==> src/rtl/program_loader.sv <==
// program_loader
//   Streams a 2**ADDR_WIDTH byte program image into the CPU's unified memory,
//   optionally verifies a trailing XOR checksum byte, and holds the CPU in
//   reset until the image is loaded and verified.
//
// Ports
//   clock, reset          rising-edge clock, synchronous active-high reset
//   start                 one-cycle request to begin/restart a load
//   in_data/in_valid      byte stream; in_ready = loader accepts this cycle
//   mem_addr/mem_data     memory write port, mem_we strobes one cycle per byte
//   cpu_hold              1 = CPU held in reset
//   load_done/load_error  image verified / checksum mismatch
//   word_count            bytes written in the current load (0..DEPTH)
module program_loader #(
  parameter int DATA_WIDTH = 8,
  parameter int ADDR_WIDTH = 5,
  parameter int CHECK_EN   = 1
) (
  input  logic                  clock,
  input  logic                  reset,
  input  logic                  start,
  input  logic [DATA_WIDTH-1:0] in_data,
  input  logic                  in_valid,
  output logic                  in_ready,
  output logic [ADDR_WIDTH-1:0] mem_addr,
  output logic [DATA_WIDTH-1:0] mem_data,
  output logic                  mem_we,
  output logic                  cpu_hold,
  output logic                  load_done,
  output logic                  load_error,
  output logic [ADDR_WIDTH:0]   word_count
);

  localparam int DEPTH = 2**ADDR_WIDTH;
  localparam logic [ADDR_WIDTH-1:0] ADDR_LAST = ADDR_WIDTH'(DEPTH-1);
  localparam logic [ADDR_WIDTH-1:0] ADDR_ONE  = ADDR_WIDTH'(1);
  localparam logic [ADDR_WIDTH:0]   WC_ONE    = (ADDR_WIDTH+1)'(1);

  typedef enum logic [2:0] {
    S_IDLE,
    S_LOAD,
    S_CHECK,
    S_DONE,
    S_ERROR
  } state_t;

  state_t                state, state_nxt;
  logic [ADDR_WIDTH-1:0] addr;
  logic [DATA_WIDTH-1:0] csum;
  logic                  accept;
  logic                  restart;

  // All status outputs are pure decodes of the state register.
  assign in_ready   = (state == S_LOAD) || (state == S_CHECK);
  assign cpu_hold   = (state != S_DONE);
  assign load_done  = (state == S_DONE);
  assign load_error = (state == S_ERROR);

  assign accept  = in_valid && in_ready;
  // start is only honoured outside an active load; in_ready is 0 in these
  // states, so a byte presented alongside start is never taken.
  assign restart = start && ((state == S_IDLE) || (state == S_DONE) || (state == S_ERROR));

  always_comb begin
    state_nxt = state;
    case (state)
      S_IDLE, S_DONE, S_ERROR: if (start) state_nxt = S_LOAD;
      S_LOAD: begin
        if (accept && (addr == ADDR_LAST))
          state_nxt = (CHECK_EN != 0) ? S_CHECK : S_DONE;
      end
      S_CHECK: begin
        if (accept) state_nxt = (in_data == csum) ? S_DONE : S_ERROR;
      end
      default: state_nxt = S_IDLE;
    endcase
  end

  always_ff @(posedge clock) begin
    if (reset) begin
      state      <= S_IDLE;
      addr       <= '0;
      csum       <= '0;
      word_count <= '0;
      mem_we     <= 1'b0;
      mem_addr   <= '0;
      mem_data   <= '0;
    end else begin
      state  <= state_nxt;
      mem_we <= 1'b0;
      if (restart) begin
        addr       <= '0;
        csum       <= '0;
        word_count <= '0;
      end else if ((state == S_LOAD) && accept) begin
        mem_we     <= 1'b1;
        mem_addr   <= addr;
        mem_data   <= in_data;
        csum       <= csum ^ in_data;
        word_count <= word_count + WC_ONE;
        // Leaving LOAD on the last byte: park addr rather than wrap to 0.
        if (addr != ADDR_LAST) addr <= addr + ADDR_ONE;
      end
    end
  end

endmodule

==> config.mk <==
export PLATFORM = sky130hd
export DESIGN_NAME = program_loader
export DESIGN_NICKNAME = d
export VERILOG_FILES = /design/src/rtl/program_loader.sv
export SDC_FILE = /design/constraint.sdc
export NUM_CORES = 1
export LEC_CHECK = 0
export ABC_AREA = 1
export BUFFER_PORTS_ARGS = -buffer_cell sky130_fd_sc_hd__buf_2
export CORE_MARGIN = 8
export CORE_UTILIZATION = 57
export DETAILED_ROUTE_END_ITERATION = 8
export PLACE_DENSITY = 0.92
export SLEW_MARGIN = 20
export SYNTH_ARGS = -nofsm -noshare
export SYNTH_HDL_FRONTEND = slang
export SYNTH_SLANG_ARGS = --single-unit
==> constraint.sdc <==
create_clock -name clock -period 3.1 [get_ports clock]
set_clock_uncertainty 0.2 [all_clocks]
set_input_delay 0.62 -clock clock [delete_from_list [all_inputs] [get_ports clock]]
set_output_delay 0.62 -clock clock [all_outputs]
set_load 0.005 [all_outputs]
---- Yosys cells after proc, flatten, opt, wreduce, memory -nomap -nowiden ----
Cells that the tools add are included.
word-level totals
  output and inout port bits .............. 24
  input port bits ......................... 12
  word-level logic and storage cells ...... 41
  bits in registers ....................... 36
cells by class
  mux-type cells .......................... 6
  equality and inequality tests ........... 11
  $add $sub $neg .......................... 2
  bitwise gates (word level) .............. 2
  reductions and logical operators ........ 13
operator list
  cell                   count
  $mux W3                4
  $pmux W3 S3            1
  $eq A8 B8 Y1           1
  $xor A8 B8 Y8          1
  $add A6 B1 Y6 const B  1
  $eq A3 B2 Y1 const B   2
  $add A5 B1 Y5 const B  1
  $eq A5 B5 Y1 const B   1
  $ne A5 B5 Y1 const B   1
  $logic_and A1 B1 Y1    4
  $ne A2 B2 Y1 const B   2
  $reduce_and A2 Y1      2
  $eq A3 B1 Y1 const B   1
  $eq A3 B3 Y1 const B   1
  $logic_not A3 Y1       1
  $logic_or A1 B1 Y1     3
  $ne A3 B2 Y1 const B   1
  $reduce_and A3 Y1      1
  $reduce_or A3 Y1       1
  $ne A2 B1 Y1 const B   1
  $reduce_or A2 Y1       1
  $mux W1                1
  $not A1 Y1             1

---- Depth between registers and ports, before layout ----
Gate-level depths: netlist of the first run.
  depth in word-level cells ............... 6
  gate-level depth with buffers ........... 10
  mapped depth without buffers ............ 10

---- Least setup slack after synthesis of the first run ----
No wires, ideal clock.
  kind .................................... register -> register
  from .................................... reg addr[0]
  to ...................................... reg state[2]
  setup time .............................. 0.070 ns
  data arrival time ....................... 1.296 ns
  clock period less this slack ............ 1.565 ns
  path buffers ............................ 0
  setup slack ............................. 1.535 ns
  data required time ...................... 2.830 ns
  cell stages (with the launch flop) ...... 11
  path through ............................ dfxtp_1 > ha_1 > inv_1 > nor3_1 > ha_1 > inv_1 > nand2_1 > nand3_1 > inv_1 > nand3_1 > a21oi_1
on the way
  longest elaborated chain between the ends .. 4
RTL lines
  item                         RTL line  RTL
  from (decl)                  48        logic [ADDR_WIDTH-1:0] addr;
  from (signal assigned)       102       if (addr != ADDR_LAST) addr <= addr + ADDR_ONE;
  $eq A5 B5 Y1                 69        if (accept && (addr == ADDR_LAST))
  $logic_and A1 B1 Y1          69
  $ne A2 B1 Y1 (no line)       n/a
  $reduce_and A3 Y1 (no line)  n/a
  to (signal assigned)         89        state <= state_nxt;
  to (decl)                    47        state_t state, state_nxt;
No other way between the ends.
A chain may end at the register's enable or synchronous reset.

---- Worst setup path in the final report of the first run ----
  from .................................... reg state[0]
  to ...................................... out in_ready
on the way
  longest elaborated chain between the ends .. 2
  elaborated cells between the ends (all ways) .. 3
  classes of those cells .................. eq/ne (2); reduce/logical (1)
RTL lines
  item                                          RTL line  RTL
  $eq A3 B1 Y1 or $eq A3 B2 Y1 (tied branches)  54        assign in_ready = (state == S_LOAD) || (state == S_CHECK);
  $logic_or A1 B1 Y1 (*)                        54
  to (decl)                                     24        output logic in_ready,
Every way passes the cells marked *; elsewhere a longest branch is shown, timed or not.

==> impl_metrics.ini, run 1 <==
[pwr]
p_leak_uw = 0.0009080
pwr_density_cell_mw_per_mm2 = 633.4
ir_drop_v = 0.0004961

[placement]
port_buffers = 35
dp_hpwl_mm = 2.511
place_area_mm2 = 0.001823
dp_slack_ns = 1.053
gp_routability_congestion = 0.8693

[floorplanning]
dieArea_mm2 = 0.004879
ios = 36
core.rowCount = 19
chipWidth_um = 69.85
chipHeight_um = 69.85
core_area_mm2 = 0.002758
start_util_pct = 59.94

[clocking]
cts_tree = done
path_clk_slew_ns = 0.10
numCtsBuffers = 5
ctsHoldBuffers = 0
numClockSinks = 36
post_cts_buffers = 0
htreeDepth = 2
clockBufferDepth = 2
clk_latency_ns = 0.35
root_buffer = clkbuf_4
postCtsResizedCells = 0

[worst_setup_path]
crit_top_cell = nand2_1
worstSetupStartpointType = flop
end_kind = output port
cp.required_ns = 2.28
arrival_ns = 1.18
cp_slowest_stage_delay_ns = 0.34
criticalPathCategory = flop to output port
slowest_stage = dfxtp_1
critical_path.max_fanout = 4
path_cells = inv_1 -> nor2_1 -> nand2_1 -> nand2_1 -> buf_2

[cells_and_area]
layout_common_cells = 63 x nand2_1, 37 x inv_1, 36 x dfxtp_1
fin_area_mm2 = 0.001884
layout_commonest_cell = nand2_1
n_antenna_cell = 0
finalNetCount = 286
post-route-util_pct = 68.33
drive_above_1_share_pct = 19.85
syn2layout_area_growth_pct = 14.00

[timing]
maxSlewViolCount = 0
max_slew_margin_pct = 76.62
final.setup.worst_slack_ns = 1.101
maxClockFrequency_ghz = 0.5002
finalCriticalPeriod_ns = 1.999
setup_viol = 0
tightest_slew_ns = 0.3503
tns_ns = 0
hold_viol = 0
fin_crit_sh_pct = 64.49
rsz0062_at_grt = no

[outcome]
status = complete, no violations

[flow_run]
cap_viol_max_count = 0

[global_routing]
antenna_found_initial = 0
grt_max_degree = 21
grt_pass1_vias = 1420
grt_remaining_overflow = 0
grt_use_total_pct = 14.27
grt_pass1_wl_mm = 5.927

[synth]
async_flop_share_pct = 0
synth_edf_count = 0
avgSynthCellArea_um2 = 7.033
ys.flop_type = dfxtp_1
synth_seq_cells = 36
yosysWarnings = 0
ys_seq_area_share_pct = 43.60
postSynthCellCount = 235
ys_types = 21
synth_nets = 250
syn-cell-area_mm2 = 0.001653

[routing]
drt_iter0_drc = 74
firstDrtPassIters = 4
drtAntennaViolNets = 0
drcViolationCount = 0
via_count = 1500
drt-wirelength-per-cell_um = 11.02
routed_wirelength_mm = 3.338
viasPerCell = 4.950

[worst_hold_path]
hold_class = flop to flop
[cells in the mapped netlist (2+ instances only)]
cell	number	area share [%]
inv_2	2	0.45
nand2_2	2	0.76
ha_1	3	2.3
nand2_1	63	14
nand3_1	14	4.2
nor3_2	2	1.2
buf_2	2	0.61
a21oi_1	28	8.5
nor3_1	5	1.5
nor2_1	14	3.2
o21ai_0	16	4.8
dfxtp_1	36	44
clkbuf_1	2	0.45
inv_1	37	8.4
buf_6	3	2.0
[registers in the layout, summed over array words and instances (netlist names)]
register / count
csum: 8
mem_data: 8
word_count: 6
addr: 5
mem_addr: 5
state: 3
mem_we: 1
[layout make-up]
cell class / count / area, um^2
inverter: 39 / 146.4
timing repair buffer: 36 / 182.7
fill: 230 / 873.3
clock inverter: 2 / 10.01
tap: 31 / 38.79
sequential: 36 / 720.7
multi-input combinational: 153 / 734.5
clock buffer: 6 / 51.30
[layer usage]
layer	global-route usage [%]	share of wire (%)	up-vias
met1	15.88	45	646
met4	8.482	1.9	0
met3	5.085	6.6	7
met5	0	0	-
met2	22.84	46	37
li1	-	-	810
[stage by stage]
step | total power [uW] | hold slack, ns | std cells
6_report | 1194 | 0.2736 | 303
5_1_grt | 1287 | 0.2880 | 303
4_1_cts | 1204 | 0.2712 | 303
3_5_place_dp | 943.9 | 0.2562 | 295
3_3_place_gp | 933.4 | 0.2558 | 295
2_1_floorplan | 846.8 | 0.2393 | 235
[worst paths after layout]
path | start | to | slack [ns] | depth (start not counted)
max reg2reg | state[1] | addr[0] | 1.18 | 6
min | state[0] | state[0] | 0.27 | 2
min reg2reg | state[0] | state[0] | 0.27 | 2
max | state[0] | in_ready | 1.10 | 5
[critical path, delay by kind of cell (launching register included)]
| kind | cells | cell delay [ns] |
|---|---|---|
| flip-flops | 1 | 0.34 |
| AND/OR/NAND/NOR | 3 | 0.30 |
| buffers and inverters | 2 | 0.20 |
[cells by family (layout without fill, tap and decap cells)]
family / count (synthesis) / after routing / synth area share (%)
buf+inv: 46 / 83 / 11.96
xor+xnor: 1 / 1 / 0.5300
compound gates: 46 / 46 / 14.69
fa+ha+maj: 3 / 3 / 2.271
simple gates: 103 / 103 / 26.95
flops: 36 / 36 / 43.60
[where the power goes]
group | internal (uW) | switching, uW
combinational | 129 | 237
clock | 108 | 155
sequential | 528 | 36.4
total | 765 | 428
Power figures use the tool's default switching activity.
==> inputs of run 2 (changes only) <==
--- a/config.mk
+++ b/config.mk
@@ -8,9 +8,9 @@
 export ABC_AREA = 1
 export BUFFER_PORTS_ARGS = -buffer_cell sky130_fd_sc_hd__buf_2
 export CORE_MARGIN = 8
-export CORE_UTILIZATION = 57
+export CORE_UTILIZATION = 48
 export DETAILED_ROUTE_END_ITERATION = 8
-export PLACE_DENSITY = 0.92
+export PLACE_DENSITY = 0.84
 export SLEW_MARGIN = 20
 export SYNTH_ARGS = -nofsm -noshare
 export SYNTH_HDL_FRONTEND = slang
==> constraint.sdc (replaced) <==
create_clock -name clock -period 1.82 [get_ports clock]
set_clock_uncertainty 0.2 [all_clocks]
set_input_delay 0.364 -clock clock [delete_from_list [all_inputs] [get_ports clock]]
set_output_delay 0.364 -clock clock [all_outputs]
set_load 0.005 [all_outputs]
==> run 2 against run 1 <==
Critical path depth did not move. Count of clock-buffer cells in the layout did not move. Clock power rose by 71%. Register-to-register slack got worse by 1.0 ns. Sequential share of layout area fell by 0.98 points. Combinational power rose by 85%. Worst hold slack got worse by 0.20 ns. Sequential cell count did not move. Largest cell class unchanged. Largest power group unchanged.
==> impl_metrics.ini, run 2 (synthesis gave the netlist of run 1 again) <==
[pwr]
internal_power_uw = 1335
p_leak_uw = 0.0009186
clkPwrFrac_pct = 21.5
ir_drop_v = 0.0005759
p_comb_share_pct = 32.4
pwr-share-seq_pct = 46.1
switchingPower_uw = 758.1
pwr_density_cell_mw_per_mm2 = 1078
sw_frac_of_total_pct = 36.23

[floorplanning]
ios = 36
chipWidth_um = 74.68
dieArea_mm2 = 0.005577
core.rowCount = 21
start_util_pct = 49.92
chipHeight_um = 74.68
core_area_mm2 = 0.003311

[timing]
tightest_slew_ns = 0.3710
max_slew_margin_pct = 75.24
setup_viol = 0
fin_crit_sh_pct = 94.92
rsz0062_at_grt = no
maxClockFrequency_ghz = 0.5789
tns_ns = 0
finalCriticalPeriod_ns = 1.727
hold_viol = 0
maxSlewViolCount = 0

[worst_setup_path]
startpoint = state[0]
cp.required_ns = 1.26
worstSetupStartpointType = flop
end_kind = output port
criticalPathCategory = flop to output port
arrival_ns = 1.16
timing.rr.start = addr[0]
critical_path.max_fanout = 4

[routing]
firstDrtPassIters = 4
drtAntennaViolNets = 0
via_count = 1533
drcViolationCount = 0
drt_iter0_drc = 79
routed_wirelength_mm = 3.588
drt-wirelength-per-cell_um = 11.25
viasPerCell = 4.806

[clocking]
numClockSinks = 36
ctsHoldBuffers = 0
clk_latency_ns = 0.34
root_buffer = clkbuf_4
post_cts_buffers = 0
htreeDepth = 2
numCtsBuffers = 5
clockBufferDepth = 2
cts_tree = done
path_clk_slew_ns = 0.11

[cells_and_area]
layout_commonest_cell = nand2_1
post-route-util_pct = 58.62
syn2layout_area_growth_pct = 17.41
n_antenna_cell = 0
reg.largest.list = csum: 8 flops, mem_data: 8 flops, word_count: 6 flops
layout_common_cells = 62 x nand2_1, 36 x inv_1, 35 x buf_2
nFillCells = 315
drive_above_1_share_pct = 22.71
finalNetCount = 287

[global_routing]
antenna_found_initial = 0
grt_remaining_overflow = 0
grt_max_degree = 36
grt_use_total_pct = 13.16
grt_pass1_vias = 1369
grt_pass1_wl_mm = 5.816

[worst_hold_path]
hold_class = primary input to flop
min_from = reset

[outcome]
status = complete, no violations

[flow_run]
cap_viol_max_count = 0

[placement]
gp_routability_congestion = 0.8229
port_buffers = 35
dp_hpwl_mm = 2.584
==> run 2: repair_timing <==
action | in CTS | in global routing
endpoints found under the hold margin | 0 | 0
setup endpoints to repair | 0 | 10
gates resized for setup | 0 | 7
==> run 2: stage by stage <==
step | setup WS (ns) | std cells | area, um^2 | hold WS, ns | power [uW]
2_1_floorplan | 0.2546 | 235 | 1653 | 0.2331 | 1442
3_3_place_gp | 0.1956 | 311 | 1862 | 0.2594 | 1621
3_5_place_dp | 0.08840 | 311 | 1862 | 0.2681 | 1637
4_1_cts | 0.05521 | 319 | 1923 | 0.06975 | 2087
5_1_grt | 0.01220 | 319 | 1941 | 0.07719 | 2238
6_report | 0.09254 | 319 | 1941 | 0.07331 | 2093
==> run 2: final timing paths <==
path,endpoint,slack [ns],cells after the start
hold reg to reg,csum[7],0.29,2
setup reg to reg,state[2],0.17,10
hold / removal,state[0],0.07,2
setup / recovery,in_ready,0.09,5
==> run 2: layout make-up <==
class / count / area, um^2 / share of cell area, %
Clock buffer: 6 / 51.30 / 2.643
Clock inverter: 2 / 10.01 / 0.5158
Inverter: 39 / 146.4 / 7.544
Multi-Input combinational cell: 153 / 749.5 / 38.62
Sequential cell: 36 / 723.2 / 37.27
Tap cell: 46 / 57.56 / 2.966
Timing Repair Buffer: 37 / 202.7 / 10.44
==> run 2: power groups by stage <==
stage	Sequential [uW]	Combinational, uW	Clock [uW]
6_report	965	678	450
5_1_grt	980	765	493
3_3_place_gp	975	645	0
3_5_place_dp	979	658	0
4_1_cts	961	663	462
2_1_floorplan	980	463	0
==> run 2: metal layers <==
layer,track usage (%),part of all wire [%],wire (um)
met1,15.47,45,1608
met2,22.17,47,1673
met3,4.660,8.3,297
met4,3.261,0.25,9
met5,0,0,0
==> run 2: worst max-delay path, stage by stage (launching register included) <==
cell,delay [ns]
dfxtp_1,0.35
inv_1,0.09
nor2_2,0.11
nand2_1,0.08
nand2_1,0.08
buf_2,0.12
